--- src/rtl/hpdmc_ddr_wrseq_if.sv ---
// Write-sequencer bus: burst request handshake, burst payload and the
// per-clock DQ/DM/DQS drive signals going to the output DDR registers.
interface hpdmc_ddr_wrseq_if #(
  parameter int DQ_W  = 16,
  parameter int BURST = 4
);
  localparam int DM_W = DQ_W / 8;

  logic                    start;
  logic                    ready;
  logic [BURST*DQ_W-1:0]   din;
  logic [BURST*DM_W-1:0]   dmin;
  logic [DQ_W-1:0]         dq_r;
  logic [DQ_W-1:0]         dq_f;
  logic [DM_W-1:0]         dm_r;
  logic [DM_W-1:0]         dm_f;
  logic                    dq_oe;
  logic                    dqs_oe;
  logic                    dqs_en;
  logic                    busy;
  logic                    done;

  // Requester side: command FSM / datapath consumer
  modport master (
    output start, din, dmin,
    input  ready, dq_r, dq_f, dm_r, dm_f, dq_oe, dqs_oe, dqs_en, busy, done
  );

  // Sequencer side
  modport slave (
    input  start, din, dmin,
    output ready, dq_r, dq_f, dm_r, dm_f, dq_oe, dqs_oe, dqs_en, busy, done
  );
endinterface

--- src/rtl/hpdmc_ddr_wrseq.sv ---
// DDR16 write-data sequencer. Latches one write burst on accept, waits the
// write latency, then presents rising/falling-edge DQ/DM halves per clock with
// DQS preamble, toggle window and postamble enables. All drive outputs are
// registered; ready is decoded combinationally from the current state.
module hpdmc_ddr_wrseq #(
  parameter int DQ_W  = 16,
  parameter int BURST = 4,
  parameter int WL    = 1
) (
  input  logic                 c,
  input  logic                 clr,
  hpdmc_ddr_wrseq_if.slave     bus
);

  localparam int DM_W  = DQ_W / 8;
  localparam int HALF  = BURST / 2;
  localparam int CNT_W = (HALF > 1) ? $clog2(HALF) : 1;

  localparam logic [CNT_W-1:0] BEAT_LAST = CNT_W'(HALF - 1);
  localparam logic [CNT_W-1:0] BEAT_ONE  = CNT_W'(1);
  // WAIT holds for WL-1 clocks; the counter is loaded with the remaining count.
  localparam logic [1:0]       WAIT_INIT = (WL > 1) ? 2'(WL - 2) : 2'd0;

  localparam logic [2:0] S_IDLE = 3'd0;
  localparam logic [2:0] S_WAIT = 3'd1;
  localparam logic [2:0] S_PRE  = 3'd2;
  localparam logic [2:0] S_DATA = 3'd3;
  localparam logic [2:0] S_POST = 3'd4;

  logic [2:0]            state_q,  state_d;
  logic [CNT_W-1:0]      beat_q,   beat_d;
  logic [1:0]            wait_q,   wait_d;
  logic [BURST*DQ_W-1:0] din_q,    din_d;
  logic [BURST*DM_W-1:0] dmin_q,   dmin_d;
  logic [DQ_W-1:0]       dq_r_q,   dq_r_d;
  logic [DQ_W-1:0]       dq_f_q,   dq_f_d;
  logic [DM_W-1:0]       dm_r_q,   dm_r_d;
  logic [DM_W-1:0]       dm_f_q,   dm_f_d;
  logic                  dq_oe_q,  dq_oe_d;
  logic                  dqs_oe_q, dqs_oe_d;
  logic                  dqs_en_q, dqs_en_d;
  logic                  busy_q,   busy_d;
  logic                  done_q,   done_d;

  logic                  ready_s;
  logic                  accept_s;

  // A new burst may only be taken while idle or in the postamble clock
  always_comb begin
    ready_s  = (state_q == S_IDLE) || (state_q == S_POST);
    accept_s = bus.start && ready_s;
  end

  // Sequencer next state, beat/wait counters and burst holding registers
  always_comb begin
    state_d = state_q;
    beat_d  = beat_q;
    wait_d  = wait_q;
    din_d   = din_q;
    dmin_d  = dmin_q;
    case (state_q)
      S_IDLE, S_POST: begin
        if (accept_s) begin
          din_d  = bus.din;
          dmin_d = bus.dmin;
          if (WL == 1) begin
            state_d = S_PRE;
            wait_d  = 2'd0;
          end else begin
            state_d = S_WAIT;
            wait_d  = WAIT_INIT;
          end
        end else begin
          state_d = S_IDLE;
        end
      end
      S_WAIT: begin
        if (wait_q == 2'd0) begin
          state_d = S_PRE;
        end else begin
          wait_d = wait_q - 2'd1;
        end
      end
      S_PRE: begin
        state_d = S_DATA;
        beat_d  = {CNT_W{1'b0}};
      end
      S_DATA: begin
        // Counter parks on the last pair; it never wraps inside a burst
        if (beat_q == BEAT_LAST) begin
          state_d = S_POST;
        end else begin
          beat_d = beat_q + BEAT_ONE;
        end
      end
      default: begin
        state_d = S_IDLE;
      end
    endcase
  end

  // Output values for the coming clock, decoded from the next state
  always_comb begin
    dq_r_d   = {DQ_W{1'b0}};
    dq_f_d   = {DQ_W{1'b0}};
    dm_r_d   = {DM_W{1'b0}};
    dm_f_d   = {DM_W{1'b0}};
    dq_oe_d  = 1'b0;
    dqs_oe_d = 1'b0;
    dqs_en_d = 1'b0;
    done_d   = 1'b0;
    busy_d   = (state_d != S_IDLE);
    case (state_d)
      S_IDLE: begin
        dqs_oe_d = 1'b0;
      end
      S_WAIT: begin
        // Keep DQS driven through a latency gap between chained bursts
        dqs_oe_d = dqs_oe_q;
      end
      S_PRE: begin
        dqs_oe_d = 1'b1;
      end
      S_DATA: begin
        dq_r_d   = din_q[(2 * int'(beat_d)) * DQ_W +: DQ_W];
        dq_f_d   = din_q[(2 * int'(beat_d) + 1) * DQ_W +: DQ_W];
        dm_r_d   = dmin_q[(2 * int'(beat_d)) * DM_W +: DM_W];
        dm_f_d   = dmin_q[(2 * int'(beat_d) + 1) * DM_W +: DM_W];
        dq_oe_d  = 1'b1;
        dqs_oe_d = 1'b1;
        dqs_en_d = 1'b1;
      end
      S_POST: begin
        dqs_oe_d = 1'b1;
        done_d   = 1'b1;
      end
      default: begin
        dqs_oe_d = 1'b0;
      end
    endcase
  end

  // State, counters, holding registers and registered outputs
  always_ff @(posedge c or posedge clr) begin
    if (clr) begin
      state_q  <= S_IDLE;
      beat_q   <= {CNT_W{1'b0}};
      wait_q   <= 2'd0;
      din_q    <= {(BURST*DQ_W){1'b0}};
      dmin_q   <= {(BURST*DM_W){1'b0}};
      dq_r_q   <= {DQ_W{1'b0}};
      dq_f_q   <= {DQ_W{1'b0}};
      dm_r_q   <= {DM_W{1'b0}};
      dm_f_q   <= {DM_W{1'b0}};
      dq_oe_q  <= 1'b0;
      dqs_oe_q <= 1'b0;
      dqs_en_q <= 1'b0;
      busy_q   <= 1'b0;
      done_q   <= 1'b0;
    end else begin
      state_q  <= state_d;
      beat_q   <= beat_d;
      wait_q   <= wait_d;
      din_q    <= din_d;
      dmin_q   <= dmin_d;
      dq_r_q   <= dq_r_d;
      dq_f_q   <= dq_f_d;
      dm_r_q   <= dm_r_d;
      dm_f_q   <= dm_f_d;
      dq_oe_q  <= dq_oe_d;
      dqs_oe_q <= dqs_oe_d;
      dqs_en_q <= dqs_en_d;
      busy_q   <= busy_d;
      done_q   <= done_d;
    end
  end

  assign bus.ready  = ready_s;
  assign bus.dq_r   = dq_r_q;
  assign bus.dq_f   = dq_f_q;
  assign bus.dm_r   = dm_r_q;
  assign bus.dm_f   = dm_f_q;
  assign bus.dq_oe  = dq_oe_q;
  assign bus.dqs_oe = dqs_oe_q;
  assign bus.dqs_en = dqs_en_q;
  assign bus.busy   = busy_q;
  assign bus.done   = done_q;

endmodule
--- src/flat_wrapper.sv ---
// flat-port wrapper written by rule: the top's interface ports become plain ports
module hpdmc_ddr_wrseq_flat 
#(
  parameter int DQ_W  = 16,
  parameter int BURST = 4,
  parameter int WL    = 1
)
  (c, clr, bus_start, bus_din, bus_dmin, bus_ready, bus_dq_r, bus_dq_f, bus_dm_r, bus_dm_f, bus_dq_oe, bus_dqs_oe, bus_dqs_en, bus_busy, bus_done);
  hpdmc_ddr_wrseq_if #(.DQ_W(DQ_W), .BURST(BURST)) bus_i ();
  input  logic c;
  input  logic clr;
  input wire logic [$bits(bus_i.start)-1:0] bus_start;
  input wire logic [$bits(bus_i.din)-1:0] bus_din;
  input wire logic [$bits(bus_i.dmin)-1:0] bus_dmin;
  output wire logic [$bits(bus_i.ready)-1:0] bus_ready;
  output wire logic [$bits(bus_i.dq_r)-1:0] bus_dq_r;
  output wire logic [$bits(bus_i.dq_f)-1:0] bus_dq_f;
  output wire logic [$bits(bus_i.dm_r)-1:0] bus_dm_r;
  output wire logic [$bits(bus_i.dm_f)-1:0] bus_dm_f;
  output wire logic [$bits(bus_i.dq_oe)-1:0] bus_dq_oe;
  output wire logic [$bits(bus_i.dqs_oe)-1:0] bus_dqs_oe;
  output wire logic [$bits(bus_i.dqs_en)-1:0] bus_dqs_en;
  output wire logic [$bits(bus_i.busy)-1:0] bus_busy;
  output wire logic [$bits(bus_i.done)-1:0] bus_done;
  assign bus_i.start = bus_start;
  assign bus_i.din = bus_din;
  assign bus_i.dmin = bus_dmin;
  assign bus_ready = bus_i.ready;
  assign bus_dq_r = bus_i.dq_r;
  assign bus_dq_f = bus_i.dq_f;
  assign bus_dm_r = bus_i.dm_r;
  assign bus_dm_f = bus_i.dm_f;
  assign bus_dq_oe = bus_i.dq_oe;
  assign bus_dqs_oe = bus_i.dqs_oe;
  assign bus_dqs_en = bus_i.dqs_en;
  assign bus_busy = bus_i.busy;
  assign bus_done = bus_i.done;
  hpdmc_ddr_wrseq #(.DQ_W(DQ_W), .BURST(BURST), .WL(WL)) u_core (.c(c), .clr(clr), .bus(bus_i));
endmodule
--- config.mk ---
export PLATFORM = sky130hd
export DESIGN_NAME = hpdmc_ddr_wrseq_flat
export DESIGN_NICKNAME = d
export VERILOG_FILES = /design/src/rtl/hpdmc_ddr_wrseq_if.sv /design/src/rtl/hpdmc_ddr_wrseq.sv /design/src/flat_wrapper.sv
export SDC_FILE = /design/constraint.sdc
export NUM_CORES = 1
export LEC_CHECK = 0
export ABC_AREA = 1
export CAP_MARGIN = 25
export CORE_ASPECT_RATIO = 1.1
export CORE_UTILIZATION = 39
export CTS_CLUSTER_SIZE = 8
export DETAILED_ROUTE_END_ITERATION = 16
export DONT_BUFFER_PORTS = 1
export PLACE_DENSITY = 0.6
export SLEW_MARGIN = 20
export SYNTH_ARGS = -nofsm -noshare
export SYNTH_HDL_FRONTEND = slang
export SYNTH_SLANG_ARGS = --single-unit
--- constraint.sdc ---
create_clock -name c -period 3.4 [get_ports c]
set_clock_uncertainty 0.2 [all_clocks]
set_input_delay 0.17 -clock c [delete_from_list [all_inputs] [get_ports c]]
set_output_delay 0.17 -clock c [all_outputs]
set_load 0.1 [all_outputs]
==> results of run 1 <==
==> per-stage QoR <==
stage | util | instance area, um^2 | hold WS, ps
after floorplan | - | 4770 | 115
after global placement | 0.410 | 4800 | 81.0
after detailed placement | 0.410 | 4800 | 87.1
==> cell usage after synthesis <==
cell type | instances | share of area
nand2_1 | 186 | 0.15
dfrtp_1 | 118 | 0.62
nand3_1 | 115 | 0.12
a21oi_1 | 36 | 0.038
buf_2 | 14 | 0.015
inv_1 | 14 | 0.011
buf_4 | 8 | 0.013
clkbuf_1 | 8 | 0.0063
buf_1 | 4 | 0.0032
buf_6 | 4 | 0.0095
nor2_1 | 3 | 0.0024
nand2_4 | 2 | 0.0047
o21ai_0 | 2 | 0.0021
ha_1 | 1 | 0.0026
mux2i_1 | 1 | 0.0021
nand3_4 | 1 | 0.0037
==> cells by family after synthesis <==
kind of cell	after synthesis	share of synthesized area
and+or+nand+nor	307	0.278
DFF	118	0.620
buffers and inverters	52	0.0573
adders and majority gates	1	0.00263
muxes	1	0.00210
AOI/OAI and AO/OA	38	0.0399
==> results.txt, run 1 <==
status: did not finish
IO Port Bufs: 0
horizontal die dimension: 107 um
final weighted congestion of routability-driven global placement: 0.782
gate count of the mapped netlist: 517
last stage reached: 4_1_cts
height of the chip: 118 um
first error in the log: [ERROR RSZ-0060] Max buffer count reached.
Detail Placement HPWL: 6.72 mm
Initial Utilization: 0.407
FF+latch count, synth: 118
mean post-synth cell area: 9.21 um^2
quantity of gates resized following cts: 0
Net Count, Synth: 593
hold bufs inserted after CTS: 135
post-CTS repair timing setup buffer count: 0
synthesis warning total: 0
worst slack, placed: 1230 ps
standard-cell row count: 41
H-tree Lvls: 4
Netlist Area Pre-Place: 4760 um^2
cell total after placement: 634
I/O pin count: 117
clock sink count: 118
clock tree buffer depth: 2
number of buffers created by CTS: 17
proportion of synthesized chip area in sequential cells: 0.620
clock tree root buffer cell: clkbuf_16
number of distinct library cell variants in the gate-level netlist after synthesis: 16
==> inputs of run 2 (changes only) <==
Settings changed: CORE_ASPECT_RATIO 1.1 to unset, CORE_UTILIZATION 39 to 24, CTS_CLUSTER_SIZE 8 to unset, PLACE_DENSITY 0.6 to unset, PLACE_DENSITY_LB_ADDON set to 0.15.
Clock period 3.4 ns to 4.4 ns, I/O delays scaled along.
==> run 2 against run 1 <==
The run now ends clean. Synthesized cell count unchanged. Area after synthesis is the same.
==> results.txt, run 2 <==
status: finished, final reports clean
standard-cell row count: 51 (+24%)
clock input transition at the sequential cells of the worst setup and hold paths: 50 ps
commonest cells after routing, fill and taps aside: nand2_1 (185), dlygate4sd3_1 (145), dfrtp_1 (117)
drc violations: 0
static leakage: 3.22 nW
peak supply drop: 0.379 mV
height of the chip: 143 um (+21%)
Netlist Area Pre-Place: 4760 um^2 (unchanged)
Required @ worst endpoint: 4540 ps
count of endpoints failing setup in the final report: 0
register ranked first by flip-flop count: u_core.din_q
Filler cells: 2026
element type at the critical path end: flop
number of synthesized flops with an enable pin: 0 (unchanged)
proportion of synthesized chip area in sequential cells: 0.620 (unchanged)
number of distinct library cell variants in the gate-level netlist after synthesis: 16 (unchanged)
detailed router's first-iteration violation count: 162
number of buffers created by CTS: 17 (unchanged)
horizontal die dimension: 143 um (+33%)
worst setup slack for register-to-register paths: 1970 ps
Antenna Violating Nets Remaining: 0
worst path bufs/invs: 3
Sum Neg Setup Slack: 0 ps
flip-flop count of the largest register, all copies and words added: 64
quantity of gates resized following cts: 0 (unchanged)
overall track demand over capacity in global routing: 0.144
Tightest Pin Transition: 939 ps
pwr/cell area: 790 nW/um^2
reported max-cap violation count: 0
relative slew slack: 0.375
global route total overflow: 0
Net Count, Synth: 593 (unchanged)
worst hold slack: 238 ps
worst r2r path cells: 6
leading register cell type out of synthesis: dfrtp_1
area fraction of the dominant cell type after synthesis: 0.620 (unchanged)
FF+latch count, synth: 118 (unchanged)
placeable core region: 19500 um^2
initial antenna violation count: 0
hold bufs inserted after CTS: 145 (+7.4%)
source of the worst register-to-register timing path: u_core.state_q[1]
capture point of the worst reg-to-reg path: u_core.din_q[17]
final count of hold timing violations: 0
top cells by area, synth: dfrtp_1 (62%), nand2_1 (15%), nand3_1 (12%), a21oi_1 (3.8%), buf_2 (1.5%)
final worst-path cycle share: 0.553
cell type with the largest total area after synthesis: dfrtp_1
clock tree buffer depth: 2 (unchanged)
Min Clock Period, post-route: 2430 ps
slowest stage cell, crit path: dlygate4sd3_1
IO Port Bufs: 0 (unchanged)
Top Family by Delay on Critical Path: buffers and inverters
Initial Utilization: 0.245 (-0.163)
I/O pin count: 117 (unchanged)
synthesis warning total: 0 (unchanged)
fin nets: 724
DRT Pass-1 Iters: 4
fraction of layout instances using a drive strength above 1: 0.0637
gate count of the mapped netlist: 517 (unchanged)
number of max-slew violations in the final report: 0
final weighted congestion of routability-driven global placement: 0.692 (-12%)
overall routed net length: 13.6 mm
routed via count: 4059
Detail Placement HPWL: 7.73 mm (+15%)
global-route wire length before repair: 22.1 mm
Diodes inserted: 0
most common cell after layout, fill and taps aside: nand2_1
CTS tree: yes
setup repair after global routing missed its margin: no
maximum fanout along the worst path: 39
Critical Path, Cell by Cell: nor2_4, buf_4, buf_12, nand3_1, dlygate4sd3_1, nand2_1
vias in the first global route: 4170
sort of element at the start of the critical path: flop
category of the most critical setup path: reg2reg
area of all placed cells without fillers: 7080 um^2
maximum cell stage delay along the critical path: 600 ps
die footprint: 20400 um^2
Clk Latency, worst-skew pair: 400 ps
largest net degree at the start of global routing: 74
detail-routed via count per cell: 4.39
maximum frequency from static timing analysis: 0.411 GHz
post-synthesis async set-or-reset flop share: 1.00 (unchanged)
most numerous cell in the Yosys netlist: nand2_1
top cells by count, synth: nand2_1 (186), dfrtp_1 (118), nand3_1 (115)
post-synthesis to final-layout area growth: 48.5%
first element of the critical path: u_core.state_q[1]
Min-Delay Path Class: in2async
H-tree Lvls: 4 (unchanged)
clock tree root buffer cell: clkbuf_16
Crit path arrival time: 2570 ps
area after detailed placement: 4960 um^2 (+3.2%)
post-CTS repair timing setup buffer count: 0 (unchanged)
mean post-synth cell area: 9.21 um^2 (unchanged)
Avg WL per Cell: 14.7 um
clock sink count: 118 (unchanged)
-- run 2: cell counts after synthesis --
No cell type changed its count.
-- run 2: area by class of cell --
type	count	area, um^2	share of cell area
multi-input cells	347	1550	0.219
clock inverters	11	205	0.0290
flip-flops and latches	118	2950	0.418
repair buffers	150	1530	0.217
well taps	265	332	0.0469
clock buffers	19	443	0.0626
inverters	14	55.1	0.00778
-- run 2: how the worst max path moves through the flow --
stage / cells after the start / endpoint / slack [ps]
3_5_place_dp: 6 / u_core.bus.busy / 2000
5_1_grt: 6 / u_core.bus.busy / 1820
4_1_cts: 5 / u_core.din_q[17] / 1790
2_1_floorplan: 1 / u_core.beat_q / 850
3_3_place_gp: 6 / u_core.bus.busy / 2020
6_report: 6 / u_core.din_q[17] / 1970
-- run 2: logic make-up (layout without fill, tap and decap cells) --
group                      Yosys count  after routing  synth area share
and+or+nand+nor                    307            307             0.278
muxes                                1              1           0.00210
adders and majority gates            1              1           0.00263
buffers and inverters               52            194            0.0573
DFF                                118            118             0.620
AOI/OAI and AO/OA                   38             38            0.0399
-- run 2: stage by stage --
stage          power, mW  utilization  worst slack, ps  cells
2_1_floorplan       3.53            -              851    517
3_3_place_gp        3.82        0.253             2020    747
3_5_place_dp        3.89        0.255             2000    748
4_1_cts             5.64        0.363             1790    923
5_1_grt             5.96        0.364             1820    924
6_report            5.59        0.364             1970    924
-- run 2: metal layers --
| layer | wire (um) | GRT usage | vias up | part of all wire |
|---|---|---|---|---|
| met1 | 6300 | 0.179 | 2020 | 0.46 |
| met4 | 127 | 0.0447 | 0 | 0.0093 |
| met5 | 0 | 0 | - | 0 |
| met2 | 6470 | 0.238 | 89 | 0.48 |
| met3 | 719 | 0.0466 | 11 | 0.053 |
| li1 | - | - | 1939 | - |
-- run 2: power by group --
group	internal (mW)	total, mW	switching, mW	leakage, nW
clock network	1.07	1.55	0.484	0.322
registers	1.51	2.47	0.961	1.50
logic	0.578	1.56	0.987	1.39
total	3.15	5.59	2.43	3.22
(Power assumes the default switching activity.)
